## config.mk

```make
export PLATFORM = sky130hd
export DESIGN_NAME = axi_sram_slave_flat
export DESIGN_NICKNAME = d
export VERILOG_FILES = /design/src/rtl/axi_sram_slave_if.sv /design/src/rtl/axi_sram_slave.sv /design/src/flat_wrapper.sv
export SDC_FILE = /design/constraint.sdc
export NUM_CORES = 1
export LEC_CHECK = 0
export CORE_ASPECT_RATIO = 0.8
export CORE_MARGIN = 2
export CORE_UTILIZATION = 25
export CTS_BUF_LIST = sky130_fd_sc_hd__clkbuf_4 sky130_fd_sc_hd__clkbuf_8
export DETAILED_ROUTE_END_ITERATION = 16
export HOLD_SLACK_MARGIN = 0.06
export PLACE_DENSITY = 0.59
export SETUP_SLACK_MARGIN = 0.5
export SLEW_MARGIN = 20
export SYNTH_ARGS = -nofsm -noshare
export SYNTH_HDL_FRONTEND = slang
export SYNTH_SLANG_ARGS = --single-unit
```

## constraint.sdc

```tcl
create_clock -name clock -period 3.6 [get_ports clock]
set_input_delay 1.08 -clock clock [delete_from_list [all_inputs] [get_ports clock]]
set_output_delay 1.08 -clock clock [all_outputs]
set_load 0.02 [all_outputs]
```

## src/rtl/axi_sram_slave_if.sv

```systemverilog
// AXI3 slave-side bus bundle for axi_sram_slave: the five AXI channels
// plus the single-port synchronous SRAM port the slave drives.
interface axi_sram_slave_if #(
  parameter int ID_W    = 4,
  parameter int SRAM_AW = 16
) ();
  // read address channel
  logic [ID_W-1:0]    axi_ar_id;
  logic [31:0]        axi_ar_addr;
  logic [7:0]         axi_ar_len;
  logic [2:0]         axi_ar_size;
  logic [1:0]         axi_ar_burst;
  logic [1:0]         axi_ar_lock;
  logic [3:0]         axi_ar_cache;
  logic [2:0]         axi_ar_prot;
  logic               axi_ar_valid;
  logic               axi_ar_ready;
  // read data channel
  logic [ID_W-1:0]    axi_r_id;
  logic [31:0]        axi_r_data;
  logic [1:0]         axi_r_resp;
  logic               axi_r_last;
  logic               axi_r_valid;
  logic               axi_r_ready;
  // write address channel
  logic [ID_W-1:0]    axi_aw_id;
  logic [31:0]        axi_aw_addr;
  logic [7:0]         axi_aw_len;
  logic [2:0]         axi_aw_size;
  logic [1:0]         axi_aw_burst;
  logic [1:0]         axi_aw_lock;
  logic [3:0]         axi_aw_cache;
  logic [2:0]         axi_aw_prot;
  logic               axi_aw_valid;
  logic               axi_aw_ready;
  // write data channel
  logic [ID_W-1:0]    axi_w_id;
  logic [31:0]        axi_w_data;
  logic [3:0]         axi_w_strb;
  logic               axi_w_last;
  logic               axi_w_valid;
  logic               axi_w_ready;
  // write response channel
  logic [ID_W-1:0]    axi_b_id;
  logic [1:0]         axi_b_resp;
  logic               axi_b_valid;
  logic               axi_b_ready;
  // SRAM port (rdata valid the cycle after en with wen == 0)
  logic               sram_en;
  logic [3:0]         sram_wen;
  logic [SRAM_AW-1:0] sram_addr;
  logic [31:0]        sram_wdata;
  logic [31:0]        sram_rdata;

  modport slave (
    input  axi_ar_id, axi_ar_addr, axi_ar_len, axi_ar_size, axi_ar_burst,
           axi_ar_lock, axi_ar_cache, axi_ar_prot, axi_ar_valid,
    output axi_ar_ready,
    output axi_r_id, axi_r_data, axi_r_resp, axi_r_last, axi_r_valid,
    input  axi_r_ready,
    input  axi_aw_id, axi_aw_addr, axi_aw_len, axi_aw_size, axi_aw_burst,
           axi_aw_lock, axi_aw_cache, axi_aw_prot, axi_aw_valid,
    output axi_aw_ready,
    input  axi_w_id, axi_w_data, axi_w_strb, axi_w_last, axi_w_valid,
    output axi_w_ready,
    output axi_b_id, axi_b_resp, axi_b_valid,
    input  axi_b_ready,
    output sram_en, sram_wen, sram_addr, sram_wdata,
    input  sram_rdata
  );

  modport master (
    output axi_ar_id, axi_ar_addr, axi_ar_len, axi_ar_size, axi_ar_burst,
           axi_ar_lock, axi_ar_cache, axi_ar_prot, axi_ar_valid,
    input  axi_ar_ready,
    input  axi_r_id, axi_r_data, axi_r_resp, axi_r_last, axi_r_valid,
    output axi_r_ready,
    output axi_aw_id, axi_aw_addr, axi_aw_len, axi_aw_size, axi_aw_burst,
           axi_aw_lock, axi_aw_cache, axi_aw_prot, axi_aw_valid,
    input  axi_aw_ready,
    output axi_w_id, axi_w_data, axi_w_strb, axi_w_last, axi_w_valid,
    input  axi_w_ready,
    input  axi_b_id, axi_b_resp, axi_b_valid,
    output axi_b_ready,
    input  sram_en, sram_wen, sram_addr, sram_wdata,
    output sram_rdata
  );
endinterface

```

## src/rtl/axi_sram_slave.sv

```systemverilog
// AXI3 slave that serves one transaction at a time out of a single-port
// synchronous SRAM with 1-cycle read latency. FIXED/INCR/WRAP bursts; reads
// have fixed priority over writes when both address channels are valid.
module axi_sram_slave #(
  parameter int ID_W    = 4,
  parameter int SRAM_AW = 16
) (
  input  logic            clock,
  input  logic            reset,
  axi_sram_slave_if.slave io
);

  typedef enum logic [2:0] {
    S_IDLE,
    S_R_REQ,
    S_R_CAP,
    S_R_DATA,
    S_W_DATA,
    S_W_RESP
  } state_t;

  state_t          r_state;
  state_t          w_state_next;

  logic [ID_W-1:0] r_id;
  logic [31:0]     r_addr;
  logic [7:0]      r_len;
  logic [7:0]      r_beat;
  logic [2:0]      r_size;
  logic [1:0]      r_burst;
  logic [31:0]     r_rdata_q;
  logic            r_size_err;   // size wider than the 32-bit bus
  logic            r_last_err;   // w_last disagreed with the beat counter

  logic            w_beat_last;
  logic [31:0]     w_step;
  logic [31:0]     w_wrap_mask;
  logic [31:0]     w_addr_next;

  assign w_beat_last = (r_beat == r_len);

  // next beat address for the latched burst type
  always_comb begin
    w_step      = 32'd1 << r_size;
    w_wrap_mask = ((({24'd0, r_len}) + 32'd1) << r_size) - 32'd1;
    w_addr_next = r_addr + w_step;
    case (r_burst)
      2'b00:   w_addr_next = r_addr;
      2'b10:   w_addr_next = (r_addr & ~w_wrap_mask) | ((r_addr + w_step) & w_wrap_mask);
      default: w_addr_next = r_addr + w_step;  // INCR, and reserved 2'b11 behaves as INCR
    endcase
  end

  // FSM next state and handshake/SRAM strobes
  always_comb begin
    w_state_next    = r_state;
    io.axi_ar_ready = 1'b0;
    io.axi_aw_ready = 1'b0;
    io.axi_r_valid  = 1'b0;
    io.axi_w_ready  = 1'b0;
    io.axi_b_valid  = 1'b0;
    io.sram_en      = 1'b0;
    io.sram_wen     = 4'h0;
    case (r_state)
      S_IDLE: begin
        io.axi_ar_ready = 1'b1;
        io.axi_aw_ready = !io.axi_ar_valid;
        if (io.axi_ar_valid)      w_state_next = S_R_REQ;
        else if (io.axi_aw_valid) w_state_next = S_W_DATA;
      end
      S_R_REQ: begin
        io.sram_en   = 1'b1;
        w_state_next = S_R_CAP;
      end
      S_R_CAP: begin
        w_state_next = S_R_DATA;
      end
      S_R_DATA: begin
        io.axi_r_valid = 1'b1;
        if (io.axi_r_ready) w_state_next = w_beat_last ? S_IDLE : S_R_REQ;
      end
      S_W_DATA: begin
        io.axi_w_ready = 1'b1;
        if (io.axi_w_valid) begin
          io.sram_en  = 1'b1;
          io.sram_wen = r_size_err ? 4'h0 : io.axi_w_strb;
          if (w_beat_last) w_state_next = S_W_RESP;
        end
      end
      S_W_RESP: begin
        io.axi_b_valid = 1'b1;
        if (io.axi_b_ready) w_state_next = S_IDLE;
      end
      default: w_state_next = S_IDLE;
    endcase
    // nothing may be accepted or issued to the SRAM while reset is held
    if (reset) begin
      io.axi_ar_ready = 1'b0;
      io.axi_aw_ready = 1'b0;
      io.sram_en      = 1'b0;
      io.sram_wen     = 4'h0;
      w_state_next    = S_IDLE;
    end
  end

  // state register
  always_ff @(posedge clock) begin
    if (reset) r_state <= S_IDLE;
    else       r_state <= w_state_next;
  end

  // transaction context: latched address phase, beat counter, read capture, error flags
  always_ff @(posedge clock) begin
    if (reset) begin
      r_id       <= '0;
      r_addr     <= '0;
      r_len      <= '0;
      r_beat     <= '0;
      r_size     <= '0;
      r_burst    <= '0;
      r_rdata_q  <= '0;
      r_size_err <= 1'b0;
      r_last_err <= 1'b0;
    end else begin
      case (r_state)
        S_IDLE: begin
          if (io.axi_ar_valid) begin
            r_id       <= io.axi_ar_id;
            r_addr     <= io.axi_ar_addr;
            r_len      <= io.axi_ar_len;
            r_size     <= io.axi_ar_size;
            r_burst    <= io.axi_ar_burst;
            r_size_err <= (io.axi_ar_size > 3'd2);
            r_last_err <= 1'b0;
            r_beat     <= '0;
          end else if (io.axi_aw_valid) begin
            r_id       <= io.axi_aw_id;
            r_addr     <= io.axi_aw_addr;
            r_len      <= io.axi_aw_len;
            r_size     <= io.axi_aw_size;
            r_burst    <= io.axi_aw_burst;
            r_size_err <= (io.axi_aw_size > 3'd2);
            r_last_err <= 1'b0;
            r_beat     <= '0;
          end
        end
        S_R_CAP: begin
          r_rdata_q <= io.sram_rdata;
        end
        S_R_DATA: begin
          if (io.axi_r_ready && !w_beat_last) begin
            r_addr <= w_addr_next;
            r_beat <= r_beat + 8'd1;
          end
        end
        S_W_DATA: begin
          if (io.axi_w_valid) begin
            if (io.axi_w_last != w_beat_last) r_last_err <= 1'b1;
            r_addr <= w_addr_next;
            r_beat <= r_beat + 8'd1;
          end
        end
        default: ;
      endcase
    end
  end

  // channel payloads come straight from the latched context
  assign io.axi_r_id    = r_id;
  assign io.axi_r_data  = r_rdata_q;
  assign io.axi_r_last  = (r_state == S_R_DATA) && w_beat_last;
  assign io.axi_r_resp  = r_size_err ? 2'b10 : 2'b00;
  assign io.axi_b_id    = r_id;
  assign io.axi_b_resp  = (r_size_err || r_last_err) ? 2'b10 : 2'b00;
  assign io.sram_addr   = r_addr[SRAM_AW+1:2];
  assign io.sram_wdata  = io.axi_w_data;

endmodule

```

## src/flat_wrapper.sv

```systemverilog
// flat-port wrapper written by rule: the top's interface ports become plain ports
module axi_sram_slave_flat 
#(
  parameter int ID_W    = 4,
  parameter int SRAM_AW = 16
)
  (clock, reset, io_axi_ar_id, io_axi_ar_addr, io_axi_ar_len, io_axi_ar_size, io_axi_ar_burst, io_axi_ar_lock, io_axi_ar_cache, io_axi_ar_prot, io_axi_ar_valid, io_axi_ar_ready, io_axi_r_id, io_axi_r_data, io_axi_r_resp, io_axi_r_last, io_axi_r_valid, io_axi_r_ready, io_axi_aw_id, io_axi_aw_addr, io_axi_aw_len, io_axi_aw_size, io_axi_aw_burst, io_axi_aw_lock, io_axi_aw_cache, io_axi_aw_prot, io_axi_aw_valid, io_axi_aw_ready, io_axi_w_id, io_axi_w_data, io_axi_w_strb, io_axi_w_last, io_axi_w_valid, io_axi_w_ready, io_axi_b_id, io_axi_b_resp, io_axi_b_valid, io_axi_b_ready, io_sram_en, io_sram_wen, io_sram_addr, io_sram_wdata, io_sram_rdata);
  axi_sram_slave_if #(.ID_W(ID_W), .SRAM_AW(SRAM_AW)) io_i ();
  input  logic clock;
  input  logic reset;
  input wire logic [$bits(io_i.axi_ar_id)-1:0] io_axi_ar_id;
  input wire logic [$bits(io_i.axi_ar_addr)-1:0] io_axi_ar_addr;
  input wire logic [$bits(io_i.axi_ar_len)-1:0] io_axi_ar_len;
  input wire logic [$bits(io_i.axi_ar_size)-1:0] io_axi_ar_size;
  input wire logic [$bits(io_i.axi_ar_burst)-1:0] io_axi_ar_burst;
  input wire logic [$bits(io_i.axi_ar_lock)-1:0] io_axi_ar_lock;
  input wire logic [$bits(io_i.axi_ar_cache)-1:0] io_axi_ar_cache;
  input wire logic [$bits(io_i.axi_ar_prot)-1:0] io_axi_ar_prot;
  input wire logic [$bits(io_i.axi_ar_valid)-1:0] io_axi_ar_valid;
  output wire logic [$bits(io_i.axi_ar_ready)-1:0] io_axi_ar_ready;
  output wire logic [$bits(io_i.axi_r_id)-1:0] io_axi_r_id;
  output wire logic [$bits(io_i.axi_r_data)-1:0] io_axi_r_data;
  output wire logic [$bits(io_i.axi_r_resp)-1:0] io_axi_r_resp;
  output wire logic [$bits(io_i.axi_r_last)-1:0] io_axi_r_last;
  output wire logic [$bits(io_i.axi_r_valid)-1:0] io_axi_r_valid;
  input wire logic [$bits(io_i.axi_r_ready)-1:0] io_axi_r_ready;
  input wire logic [$bits(io_i.axi_aw_id)-1:0] io_axi_aw_id;
  input wire logic [$bits(io_i.axi_aw_addr)-1:0] io_axi_aw_addr;
  input wire logic [$bits(io_i.axi_aw_len)-1:0] io_axi_aw_len;
  input wire logic [$bits(io_i.axi_aw_size)-1:0] io_axi_aw_size;
  input wire logic [$bits(io_i.axi_aw_burst)-1:0] io_axi_aw_burst;
  input wire logic [$bits(io_i.axi_aw_lock)-1:0] io_axi_aw_lock;
  input wire logic [$bits(io_i.axi_aw_cache)-1:0] io_axi_aw_cache;
  input wire logic [$bits(io_i.axi_aw_prot)-1:0] io_axi_aw_prot;
  input wire logic [$bits(io_i.axi_aw_valid)-1:0] io_axi_aw_valid;
  output wire logic [$bits(io_i.axi_aw_ready)-1:0] io_axi_aw_ready;
  input wire logic [$bits(io_i.axi_w_id)-1:0] io_axi_w_id;
  input wire logic [$bits(io_i.axi_w_data)-1:0] io_axi_w_data;
  input wire logic [$bits(io_i.axi_w_strb)-1:0] io_axi_w_strb;
  input wire logic [$bits(io_i.axi_w_last)-1:0] io_axi_w_last;
  input wire logic [$bits(io_i.axi_w_valid)-1:0] io_axi_w_valid;
  output wire logic [$bits(io_i.axi_w_ready)-1:0] io_axi_w_ready;
  output wire logic [$bits(io_i.axi_b_id)-1:0] io_axi_b_id;
  output wire logic [$bits(io_i.axi_b_resp)-1:0] io_axi_b_resp;
  output wire logic [$bits(io_i.axi_b_valid)-1:0] io_axi_b_valid;
  input wire logic [$bits(io_i.axi_b_ready)-1:0] io_axi_b_ready;
  output wire logic [$bits(io_i.sram_en)-1:0] io_sram_en;
  output wire logic [$bits(io_i.sram_wen)-1:0] io_sram_wen;
  output wire logic [$bits(io_i.sram_addr)-1:0] io_sram_addr;
  output wire logic [$bits(io_i.sram_wdata)-1:0] io_sram_wdata;
  input wire logic [$bits(io_i.sram_rdata)-1:0] io_sram_rdata;
  assign io_i.axi_ar_id = io_axi_ar_id;
  assign io_i.axi_ar_addr = io_axi_ar_addr;
  assign io_i.axi_ar_len = io_axi_ar_len;
  assign io_i.axi_ar_size = io_axi_ar_size;
  assign io_i.axi_ar_burst = io_axi_ar_burst;
  assign io_i.axi_ar_lock = io_axi_ar_lock;
  assign io_i.axi_ar_cache = io_axi_ar_cache;
  assign io_i.axi_ar_prot = io_axi_ar_prot;
  assign io_i.axi_ar_valid = io_axi_ar_valid;
  assign io_axi_ar_ready = io_i.axi_ar_ready;
  assign io_axi_r_id = io_i.axi_r_id;
  assign io_axi_r_data = io_i.axi_r_data;
  assign io_axi_r_resp = io_i.axi_r_resp;
  assign io_axi_r_last = io_i.axi_r_last;
  assign io_axi_r_valid = io_i.axi_r_valid;
  assign io_i.axi_r_ready = io_axi_r_ready;
  assign io_i.axi_aw_id = io_axi_aw_id;
  assign io_i.axi_aw_addr = io_axi_aw_addr;
  assign io_i.axi_aw_len = io_axi_aw_len;
  assign io_i.axi_aw_size = io_axi_aw_size;
  assign io_i.axi_aw_burst = io_axi_aw_burst;
  assign io_i.axi_aw_lock = io_axi_aw_lock;
  assign io_i.axi_aw_cache = io_axi_aw_cache;
  assign io_i.axi_aw_prot = io_axi_aw_prot;
  assign io_i.axi_aw_valid = io_axi_aw_valid;
  assign io_axi_aw_ready = io_i.axi_aw_ready;
  assign io_i.axi_w_id = io_axi_w_id;
  assign io_i.axi_w_data = io_axi_w_data;
  assign io_i.axi_w_strb = io_axi_w_strb;
  assign io_i.axi_w_last = io_axi_w_last;
  assign io_i.axi_w_valid = io_axi_w_valid;
  assign io_axi_w_ready = io_i.axi_w_ready;
  assign io_axi_b_id = io_i.axi_b_id;
  assign io_axi_b_resp = io_i.axi_b_resp;
  assign io_axi_b_valid = io_i.axi_b_valid;
  assign io_i.axi_b_ready = io_axi_b_ready;
  assign io_sram_en = io_i.sram_en;
  assign io_sram_wen = io_i.sram_wen;
  assign io_sram_addr = io_i.sram_addr;
  assign io_sram_wdata = io_i.sram_wdata;
  assign io_i.sram_rdata = io_sram_rdata;
  axi_sram_slave #(.ID_W(ID_W), .SRAM_AW(SRAM_AW)) u_core (.clock(clock), .reset(reset), .io(io_i));
endmodule
```

==> summary.md <==
| Metric | Value |
|---|---|
| Hold endpoint | `u_core.io.axi_r_data[20]` |
| Final hold viol count | `0` |
| Total number of vias | `6152` |
| #FFs+latches synth | `80` |
| Status | `completed` |
| Crit-path max FO | `3` |
| Number of max-cap violations | `0` |
| Hold path cells | `2` |
| Clk_lat worst skew | `0.40 ns` |
| Antenna Violating Nets Remaining | `0` |
| Setup TNS | `0 ns` |
| Vias in the first global route | `5904` |
| RSZ-0062 raised after global routing | `true` |
| Die H | `143.1 um` |
| Hold Path Class | `flip-flop to flip-flop` |
| Crit path time final | `3.035 ns` |
| Area delta synth->final | `38.42%` |
| CTS Sinks | `80` |
| Final period utilization | `0.8430` |
| Initial Util | `0.2564` |
| Pin slew with the least headroom to its limit | `0.9196 ns` |
| Core footprint | `0.02359 mm2` |
| Gpl congestion | `0.8378` |
| Max H-tree Level | `3` |
| GRT Util Overall | `0.1517` |
| CTS buffer count | `9` |
| Via/cell ratio | `4.957` |
| Gate count of the mapped netlist | `795` |
| Post-synth cell types | `79` |
| Sequential share of the synthesized area | `0.2648` |
| Clock Tree Buf Depth | `2` |
| Std cell rows | `50` |
| DRT Wirelength | `19490 um` |
| Flop2flop setup slack | `0.62 ns` |
| GRT overflow | `0` |
| CTS tree | `yes` |
| Clk slew on worst S/H paths | `0.10 ns` |
| DRT iter0 DRCs | `475` |
| Avg WL per Cell | `15.71 um` |
| DRC Markers | `0` |
| Layout cells sized above 1 | `0.1485` |
| First-pass GRT wire length | `30700 um` |
| Post-Syn Area per Cell | `7.606 um2` |
| Leakage power | `0.003180 uW` |
| RR Startpoint | `u_core.r_len[0]` |
| Grt peak-use layer | `met2` |
| Commonest register cell after synthesis | `dfxtp_1` |
| Slew margin rel. | `0.3846` |
| PortBufs | `182` |
| TritonRoute pass-1 iters | `5` |
| Worst Hold Launch | `u_core.io.axi_r_data[20]` |
| Crit. End Element | `output pin` |
| Clock skew | `0.01397 ns` |
| Post-Synthesis Cell Area | `0.006047 mm2` |
| Worst hold slack | `0.4582 ns` |
| Slew Viols, Final | `0` |
| # hold bufs at CTS | `0` |
| GRT met3 Usage | `0.05245` |
| Dpl hpwl | `14210 um` |
| Syn. warnings | `0` |
| Max frequency | `329.5 MHz` |
| Worst Reg2Reg Path Length in Cells | `13` |
| Boundary Pins | `299` |
| EDFF count, synth | `0` |
| Die Area | `0.02546 mm2` |
| FILL cells | `2495` |
| Initial antenna violation count | `0` |
| Worst EP arrival | `1.95 ns` |
| Antenna cells | `0` |
| CP required | `2.52 ns` |
| Max IR drop VDD | `0.2948 mV` |
| Root Buffer | `clkbuf_8` |
| Grt met1 use | `0.1955` |
| Crit Path Category | `primary input to output pin` |
| Async set-or-reset flop fraction in the synthesized netlist | `0` |
| Largest net degree at the start of global routing | `46` |
| Setup violators final | `0` |
| Global Route met2 Usage | `0.2448` |
| Final #Nets | `1132` |
| Die X | `177.9 um` |
| CP Launch Type | `primary input` |
| PD cells | `840.3 mW/mm2` |
## worst max-delay path by stage
stage / startpoint / to / slack, ns
floorplan: u_core.r_size[1] / flip-flop / 0.48
global placement: io_axi_w_valid / io_sram_en / -0.24
detailed placement: io_axi_w_valid / io_sram_en / -0.22
CTS: io_axi_w_valid / io_sram_en / 0.50
global route: u_core.r_len[3] / flip-flop / 0.46
finish: io_axi_w_valid / io_sram_en / 0.57
## area by class of cell
type | count | area, um2 | area share
multi-input combinational | 581 | 3867 | 0.4620
timing repair buffer | 233 | 2195 | 0.2622
sequential | 80 | 1617 | 0.1931
tap | 312 | 390.4 | 0.04664
clock buffer | 9 | 123.9 | 0.01480
clock inverter | 7 | 106.4 | 0.01271
inverter | 19 | 71.32 | 0.008520
## power by group
| part | leakage [uW] | internal (uW) | switching, uW | total, uW |
|---|---|---|---|---|
| sequential | 0.000659 | 1160 | 312 | 1470 |
| combinational | 0.00240 | 2110 | 2640 | 4750 |
| clock | 0.000117 | 404 | 406 | 810 |
## synth_stat cells (11+ instances only)
cell | count | area [um2]
a211oi_1 | 29 | 217.7
a21oi_1 | 72 | 360.4
buf_4 | 57 | 427.9
clkbuf_1 | 45 | 168.9
dfxtp_1 | 80 | 1602
ha_1 | 11 | 137.6
inv_1 | 19 | 71.32
mux2i_1 | 38 | 380.4
nand2_1 | 91 | 341.6
nand3_1 | 28 | 140.1
nand4_1 | 15 | 93.84
nor2_1 | 60 | 225.2
nor2b_1 | 14 | 87.58
nor3_1 | 23 | 115.1
o21ai_0 | 21 | 105.1
xnor2_1 | 17 | 148.9
xor2_1 | 16 | 140.1
## logic make-up after synthesis
group | share of synthesized area
xor+xnor | 0.04780
mux | 0.07221
compound gates | 0.2363
simple gates | 0.2286
flops | 0.2648
other cells | 0.0006201
fa+ha+maj | 0.02607
buf+inv | 0.1235
## critical path, cell delays in order
cell and delay (ns):
clkdlybuf4s15_1 0.22, nand2_1 0.06, mux2_2 0.27, nor3_2 0.16, buf_4 0.16
## placed cells by master, fill, tap and decap left out, types with 13 or more instances in the layout
| cell type | n |
|---|---|
| o21ai_0 | 19 |
| buf_4 | 50 |
| xor2_1 | 15 |
| nor2_1 | 58 |
| a211oi_1 | 29 |
| nand4_1 | 15 |
| xnor2_1 | 15 |
| nand2_1 | 88 |
| nor2b_1 | 13 |
| a21oi_1 | 70 |
| inv_1 | 19 |
| mux2i_1 | 38 |
| clkdlybuf4s50_1 | 169 |
| nand3_1 | 28 |
| dfxtp_1 | 70 |
| nor3_1 | 21 |
## routing by layer
metal	vias up	wire [um]
met5	-	0
met4	0	140
met3	13	1438
met2	195	8791
met1	2882	9122
li1	3062	-
## per-stage QoR
stage / util / std cells / area [um2] / power (uW) / worst slack, ns
2_1_floorplan: - / 796 / 6126 / 4596 / 0.4781
3_5_place_dp: 0.3375 / 1218 / 7960 / 5976 / -0.2187
5_1_grt: 0.3549 / 1241 / 8371 / 7596 / 0.4561
4_1_cts: 0.3471 / 1234 / 8185 / 6836 / 0.5044
3_3_place_gp: 0.3375 / 1218 / 7960 / 5926 / -0.2408
6_report: 0.3549 / 1241 / 8371 / 7034 / 0.5651
## timing repair
action                                  4_1_cts  5_1_grt
endpoints found under the setup margin       16       18
gates resized for setup                      40       36
setup buffers                                 0        6
hold endpoints to repair                      0        0
cloned                                        0        1
pin swaps                                     1       18
Note: power is estimated with default switching activity, not from simulation.
